## config.mk

```make
export PLATFORM = sky130hd
export DESIGN_NAME = axi_lite_2_apb_multi
export DESIGN_NICKNAME = d
export VERILOG_FILES = /design/src/rtl/axi_lite_2_apb_multi.sv
export SDC_FILE = /design/constraint.sdc
export NUM_CORES = 1
export LEC_CHECK = 0
export CAP_MARGIN = 10
export CORE_AREA = 5 5 139 141
export CTS_CLUSTER_DIAMETER = 150
export CTS_CLUSTER_SIZE = 28
export DETAILED_ROUTE_END_ITERATION = 7
export DIE_AREA = 0 0 144 146
export GPL_TIMING_DRIVEN = 0
export PLACE_DENSITY = 0.73
export SLEW_MARGIN = 5
export SYNTH_ARGS = -nofsm -noshare
export SYNTH_HDL_FRONTEND = slang
export SYNTH_SLANG_ARGS = --single-unit
```

## constraint.sdc

```tcl
create_clock -name pclk -period 4.55 [get_ports pclk]
set_input_delay 0.455 -clock pclk [delete_from_list [all_inputs] [get_ports pclk]]
set_output_delay 0.455 -clock pclk [all_outputs]
set_load 0.1 [all_outputs]
```

## src/rtl/axi_lite_2_apb_multi.sv

```systemverilog
// rtl/axi_lite_2_apb_multi.sv - AXI4-Lite slave to multi-completer APB4 master bridge
module axi_lite_2_apb_multi #(
  parameter int ADDR_WIDTH    = 32,
  parameter int DATA_WIDTH    = 32,
  parameter int N_SLAVES      = 4,
  parameter int SLV_ADDR_BITS = 12,
  parameter int TIMEOUT       = 16
) (
  input  logic                           pclk,
  input  logic                           prst,
  input  logic [ADDR_WIDTH-1:0]          awaddr,
  input  logic [2:0]                     awprot,
  input  logic                           awvalid,
  output logic                           awready,
  input  logic [DATA_WIDTH-1:0]          wdata,
  input  logic [DATA_WIDTH/8-1:0]        wstrb,
  input  logic                           wvalid,
  output logic                           wready,
  output logic [1:0]                     bresp,
  output logic                           bvalid,
  input  logic                           bready,
  input  logic [ADDR_WIDTH-1:0]          araddr,
  input  logic [2:0]                     arprot,
  input  logic                           arvalid,
  output logic                           arready,
  output logic [DATA_WIDTH-1:0]          rdata,
  output logic [1:0]                     rresp,
  output logic                           rvalid,
  input  logic                           rready,
  output logic [ADDR_WIDTH-1:0]          paddr,
  output logic [2:0]                     pprot,
  output logic [N_SLAVES-1:0]            psel,
  output logic                           penable,
  output logic                           pwrite,
  output logic [DATA_WIDTH-1:0]          pwdata,
  output logic [DATA_WIDTH/8-1:0]        pstrb,
  input  logic [N_SLAVES*DATA_WIDTH-1:0] prdata,
  input  logic [N_SLAVES-1:0]            pready,
  input  logic [N_SLAVES-1:0]            pslverr
);

  localparam int IDX_BITS = $clog2(N_SLAVES);
  localparam int IDX_W    = (IDX_BITS == 0) ? 1 : IDX_BITS;
  localparam int CNT_W    = $clog2(TIMEOUT + 1);
  localparam logic [IDX_W:0] N_SL = (IDX_W + 1)'(N_SLAVES);

  localparam logic [1:0] S_IDLE   = 2'd0;
  localparam logic [1:0] S_SETUP  = 2'd1;
  localparam logic [1:0] S_ACCESS = 2'd2;
  localparam logic [1:0] S_RESP   = 2'd3;

  localparam logic [1:0] RESP_OKAY   = 2'b00;
  localparam logic [1:0] RESP_SLVERR = 2'b10;
  localparam logic [1:0] RESP_DECERR = 2'b11;

  logic [1:0]            state;
  logic                  last_read;
  logic [IDX_W-1:0]      sel_idx;
  logic [CNT_W-1:0]      wait_cnt;
  logic [1:0]            resp_q;
  logic [DATA_WIDTH-1:0] rdata_q;

  logic                  grant_wr, grant_rd;
  logic [ADDR_WIDTH-1:0] req_addr;
  logic [IDX_W-1:0]      req_idx;
  logic                  req_miss;
  logic                  slv_ready, slv_err;
  logic [DATA_WIDTH-1:0] slv_rdata;

  // last_read set means the write direction holds priority on a tie
  always_comb begin
    grant_wr = (state == S_IDLE) && !prst && awvalid && wvalid && (last_read || !arvalid);
    grant_rd = (state == S_IDLE) && !prst && arvalid && !grant_wr;
    req_addr = grant_wr ? awaddr : araddr;
    req_idx  = (IDX_BITS == 0) ? '0 : IDX_W'(req_addr >> SLV_ADDR_BITS);
    req_miss = ((req_addr >> (SLV_ADDR_BITS + IDX_BITS)) != '0) || ({1'b0, req_idx} >= N_SL);
  end

  always_comb begin
    slv_ready = 1'b0;
    slv_err   = 1'b0;
    slv_rdata = '0;
    for (int i = 0; i < N_SLAVES; i++) begin
      if (sel_idx == IDX_W'(i)) begin
        slv_ready = pready[i];
        slv_err   = pslverr[i];
        slv_rdata = prdata[i*DATA_WIDTH +: DATA_WIDTH];
      end
    end
  end

  assign awready = grant_wr;
  assign wready  = grant_wr;
  assign arready = grant_rd;
  assign bresp   = resp_q;
  assign rresp   = resp_q;
  assign rdata   = rdata_q;

  always_ff @(posedge pclk) begin
    if (prst) begin
      state     <= S_IDLE;
      last_read <= 1'b1;
      sel_idx   <= '0;
      wait_cnt  <= '0;
      resp_q    <= RESP_OKAY;
      rdata_q   <= '0;
      bvalid    <= 1'b0;
      rvalid    <= 1'b0;
      paddr     <= '0;
      pprot     <= '0;
      psel      <= '0;
      penable   <= 1'b0;
      pwrite    <= 1'b0;
      pwdata    <= '0;
      pstrb     <= '0;
    end else begin
      case (state)
        S_IDLE: begin
          if (grant_wr || grant_rd) begin
            last_read <= grant_rd;
            paddr     <= req_addr;
            pprot     <= grant_wr ? awprot : arprot;
            pwrite    <= grant_wr;
            pwdata    <= grant_wr ? wdata : '0;
            pstrb     <= grant_wr ? wstrb : '0;
            sel_idx   <= req_idx;
            rdata_q   <= '0;
            wait_cnt  <= '0;
            if (req_miss) begin
              resp_q <= RESP_DECERR;
              bvalid <= grant_wr;
              rvalid <= grant_rd;
              state  <= S_RESP;
            end else begin
              psel  <= N_SLAVES'(1) << req_idx;
              state <= S_SETUP;
            end
          end
        end
        S_SETUP: begin
          penable <= 1'b1;
          state   <= S_ACCESS;
        end
        S_ACCESS: begin
          if (slv_ready) begin
            resp_q  <= slv_err ? RESP_SLVERR : RESP_OKAY;
            if (!pwrite) rdata_q <= slv_rdata;
            psel    <= '0;
            penable <= 1'b0;
            bvalid  <= pwrite;
            rvalid  <= !pwrite;
            state   <= S_RESP;
          end else if (wait_cnt == CNT_W'(TIMEOUT - 1)) begin
            // completer never answered: abandon it, later pready is not looked at
            resp_q  <= RESP_SLVERR;
            rdata_q <= '0;
            psel    <= '0;
            penable <= 1'b0;
            bvalid  <= pwrite;
            rvalid  <= !pwrite;
            state   <= S_RESP;
          end else begin
            wait_cnt <= wait_cnt + 1'b1;
          end
        end
        S_RESP: begin
          if ((bvalid && bready) || (rvalid && rready)) begin
            bvalid <= 1'b0;
            rvalid <= 1'b0;
            state  <= S_IDLE;
          end
        end
        default: state <= S_IDLE;
      endcase
    end
  end

endmodule

```

* After elaboration in Yosys (flattened, before gate mapping)
Index checks and enable logic that the tools add are counted.
Storage, ports and cells: logic and storage cells 117, output and inout bits 118, input port bits 249, bits in registers 123
Cells by class: equality and inequality tests 15, reductions and logical operators 29, multiplexer cells 56, $add $sub $neg 1, shift-type cells 1
Operators with widths (count):
- $mux 32 | 10
- $pmux 32 s2 | 1
- $reduce_bool 32->1 | 1
- $mux 2 | 10
- $mux 4 | 5
- $mux 1 | 19
- $reduce_and 4->1 | 4
- $mux 5 | 3
- $ne 2x2->1 const B | 5
- $pmux 5 s2 | 1
- $eq 2x2->1 const B | 4
- $logic_and 1x1->1 | 8
- $pmux 2 s4 | 1
- $pmux 4 s2 | 1
- $ne 3x3->1 const B | 2
- $pmux 1 s3 | 2
- $add 5x1->5 const B | 1
- $eq 5x4->1 const B | 1
- $reduce_and 5->1 | 1
- $eq 2x1->1 const B | 2
- $logic_not 1->1 | 4
- $logic_not 2->1 | 2
- $pmux 2 s2 | 1
- $reduce_and 2->1 | 2
- 8 further kinds | 11

* Logic depth before layout (Yosys ltp)
word-level depth 10, depth in mapped cells 11

* Worst setup path before layout
OpenSTA, ideal clock, no wires.
kind register to output, start reg state[0], end out wready, path buffers 4, cell stages (with the launch flop) 9, data required time 4.095 ns, arrival 2.913 ns, path slack 1.182 ns, cell sequence dfxtp_1 > inv_1 > ha_1 > and2b_1 > o2111a_1 > buf_2 > buf_4 > clkbuf_1 > buf_4
On the way: word-level cells in the longest chain between the ends 5
Ends and longest elaborated chain:
- start, declared | line 56 | logic [1:0] state;
- start signal, assigned | line 101 | state <= S_IDLE;
- start signal, assigned | line 133 | state <= S_RESP;
- start signal, assigned | line 136 | state <= S_SETUP;
- $logic_not 2->1 | line 72 | grant_wr = (state == S_IDLE) && !prst && awvalid && wvalid && (last_read || !arvalid);
- $logic_and 1x1->1 (4 in series) | line 72
- end, declared | line 18 | output logic wready,
No other way between the ends.

* Worst setup path after layout
Ends and elaborated chain as after synthesis.

==> results.json <==
{
  "status": "completed",
  "regArea_sq_mm": 0.00242,
  "synth_nets": 865,
  "synth_edf_count": 0,
  "period_needed_ns": 4.32,
  "wl_per_cell_microns": 20.0,
  "initial_core_util_pct": 32.8,
  "seqPwrFrac_pct": 24.3,
  "clock-root-buffer": "clkbuf_16",
  "setup_tns_ns": 0,
  "rsz0062_at_grt": "no",
  "grt_max_degree": 17,
  "irDropWorstVdd_uv": 375,
  "worstSetupStartpointType": "register",
  "cts_hold_buf": 0,
  "ys_top_cells_by_count": "dfxtp_1 (121), nor2_1 (81), a21oi_1 (44)",
  "clk_pin_slew_worst_paths_ns": 0.05,
  "dieArea_sq_mm": 0.0210,
  "met1_usage_pct": 25.7,
  "p_switching_uw": 2280,
  "io_buffers": 365,
  "holdCritStartpoint": "rdata[17]$_SDFFE_PP0P_",
  "die_y_microns": 146,
  "syn_inst": 609,
  "critPathSlowestCell": "clkdlybuf4s50_1",
  "syn_area_sq_mm": 0.00586,
  "finalMaxSlewViolations": 0,
  "cts_tree": "yes",
  "clkLatencyLatePin_ns": 0.41,
  "synth_cell_types": 44,
  "setup_viol": 0,
  "grt_pass1_vias": 6401,
  "reg2reg_to": "rdata[15]$_SDFFE_PP0P_",
  "power.internal_uw": 2960,
  "ant_nets": 0,
  "use_met2_pct": 38.2,
  "slowest_delay_ns": 1.12,
  "worstPathRequired_ns": 4.09,
  "multiInputGateArea_sq_mm": 0.00313,
  "overflow": 0,
  "antenna_cells": 0,
  "tightest_slew_ns": 1.08,
  "grt_usage_pct": 22.2,
  "num_vias": 6320,
  "yosys.area.top_type_share_pct": 41.4,
  "yosys.area.top_type": "dfxtp_1",
  "antenna_found_initial": 0,
  "num-fill-cells": 1644,
  "worstPathMaxFanout": 11,
  "first_iter_violations": 332,
  "finalWeightedCongestion": 0.824,
  "met3_usage_pct": 7.82,
  "reg2regPathDepth": 10,
  "cp-end-kind": "primary output",
  "synth.avg_cell_area_sq_um": 9.62,
  "nets": 1249,
  "dp_hpwl_microns": 19800,
  "drive_above_1_share_pct": 9.35,
  "core_area_sq_mm": 0.0178,
  "hold_path_class": "register to register",
  "cts_resized": 0,
  "ys_seq_area_share_pct": 41.4,
  "synthMostInstantiatedCell": "dfxtp_1",
  "r2r_start": "state[0]$_SDFFE_PP0P_",
  "cts.path.max_buffers": 2,
  "p_comb_share_pct": 48.3,
  "fmax_mhz": 232,
  "vias_per_cell": 5.12,
  "p_sw_share_pct": 43.5,
  "h-tree-depth": 4,
  "fp-row-count": 49,
  "slew_headroom_pct": 27.9,
  "timing.final.crit_share_pct": 94.9,
  "first_pass_iters": 5,
  "async_reset_ff_share_pct": 0,
  "drc": 0,
  "fin_hold_ws_ns": 0.452,
  "post_cts_buffers": 0,
  "min_path_cells": 2,
  "grt_busiest_layer": "met2",
  "clock_power_share_pct": 27.4,
  "cts_made_buffers": 17,
  "ys_ff_latch": 121,
  "path_class": "register to primary output",
  "grt_first_pass_wirelength_microns": 36100,
  "cap_viol_max_count": 0,
  "crit_top_cell": "buf_4",
  "totalWireLength_microns": 24700,
  "fp.dieW_microns": 144,
  "synth_flop_cell": "dfxtp_1",
  "skew_ns": 0.00754,
  "hold_end": "rdata[17]$_SDFFE_PP0P_",
  "cts_sinks": 121,
  "rrSetupSlack_ns": 1.71,
  "syn_to_final_growth_pct": 78.0,
  "crit_chain": "inv_1, ha_1, and2b_1, o2111a_1, buf_2, buf_4, clkbuf_1, buf_4, clkdlybuf4s50_1",
  "synth.area.top_cells": "dfxtp_1 (41%), mux4_2 (13%), mux2i_1 (6.0%), nor2_1 (5.2%), a211oi_1 (4.9%)",
  "pin_count": 367,
  "synth_warnings": 0,
  "p_leak_uw": 0.00357,
  "p_per_area_mw_per_mm2": 503,
  "worst_ep_arrival_time_ns": 3.86,
  "hold_viol_final": 0
}
## cell usage in the layout, fill, tap and decap left out, drive strengths merged, types with 2 or more instances in the layout
master / n
nor3: 7
o21bai: 2
clkbuf: 57
nor2b: 7
bufinv: 4
clkinv: 5
inv: 5
nand2b: 2
nand2: 41
a22oi: 38
ha: 7
nor3b: 4
mux2i: 35
buf: 22
nor4: 9
mux2: 4
mux4: 34
clkinvlp: 2
or3: 2
nor2: 81
a211oi: 38
a21oi: 46
or2: 2
nand3: 41
and3: 3
clkdlybuf4s50: 365
dfxtp: 121
o21ai: 9
## registers in the layout, summed over array words and instances (netlist names), 2 cells and up
register  flops
paddr        32
pwdata       32
rdata        32
wait_cnt      5
psel          4
pstrb         4
pprot         3
bresp         2
state         2
## critical path: cells and delay by family, from the launching register on
family	cells	cell delay, ns
flops	1	0.32
simple gates	1	0.24
compound gates	1	0.20
fa+ha+maj	1	0.35
buf+inv	6	2.33
## metrics by stage
stage | util, % | std cells | setup slack (ns) | instance area [sq um] | power (uW)
final | 58.4 | 1234 | 0.232 | 10400 | 5250
after global routing | 58.4 | 1234 | 0.0607 | 10400 | 5480
after CTS | 58.4 | 1234 | 0.247 | 10400 | 5290
after detailed placement | 54.9 | 1203 | 0.734 | 9800 | 3840
after global placement | 54.9 | 1203 | 0.717 | 9800 | 3820
after floorplan | - | 609 | 1.18 | 5860 | 3070
## metal layers
metal  up-vias  share of wire [%]
met1      2996                 39
met2       263                 50
met3        38                9.3
li1       3023                  -
met4         0                2.3
met5         -                  0
## how the worst max path moves through the flow
stage,startpoint,endpoint,slack (ns),cells after the start
after detailed placement,state[0]$_SDFFE_PP0P_,wready,0.73,9
final,state[0]$_SDFFE_PP0P_,wready,0.23,9
after global placement,state[0]$_SDFFE_PP0P_,wready,0.72,9
after global routing,state[0]$_SDFFE_PP0P_,wready,0.06,9
after CTS,state[0]$_SDFFE_PP0P_,wready,0.25,9
after floorplan,state[0]$_SDFFE_PP0P_,wready,1.18,8
## power by group through the flow
stage                     logic (uW)  clock network, uW  registers [uW]
after floorplan                  956                  0            2120
after global placement          2530                  0            1290
after detailed placement        2540                  0            1300
after CTS                       2550               1460            1280
after global routing            2670               1520            1290
final                           2530               1440            1280
## logic make-up (layout without fill, tap and decap cells)
family,after synthesis,after routing,share of synthesized area [%]
flops,121,121,41.4
fa+ha+maj,7,7,1.50
mux,73,73,19.8
buf+inv,64,460,5.17
compound gates,139,139,15.9
xor+xnor,1,1,0.150
simple gates,204,204,16.1
## cell type report
cell class	instances	share of cell area, %
plain buffers	59	2.72
clock buffers	20	4.38
clock inverters	11	1.64
inverters	5	0.180
multi-input cells	424	30.0
flip-flops and latches	121	23.2
well taps	229	2.75
repair buffers	365	35.0
Note: power is estimated with default switching activity, not from simulation.
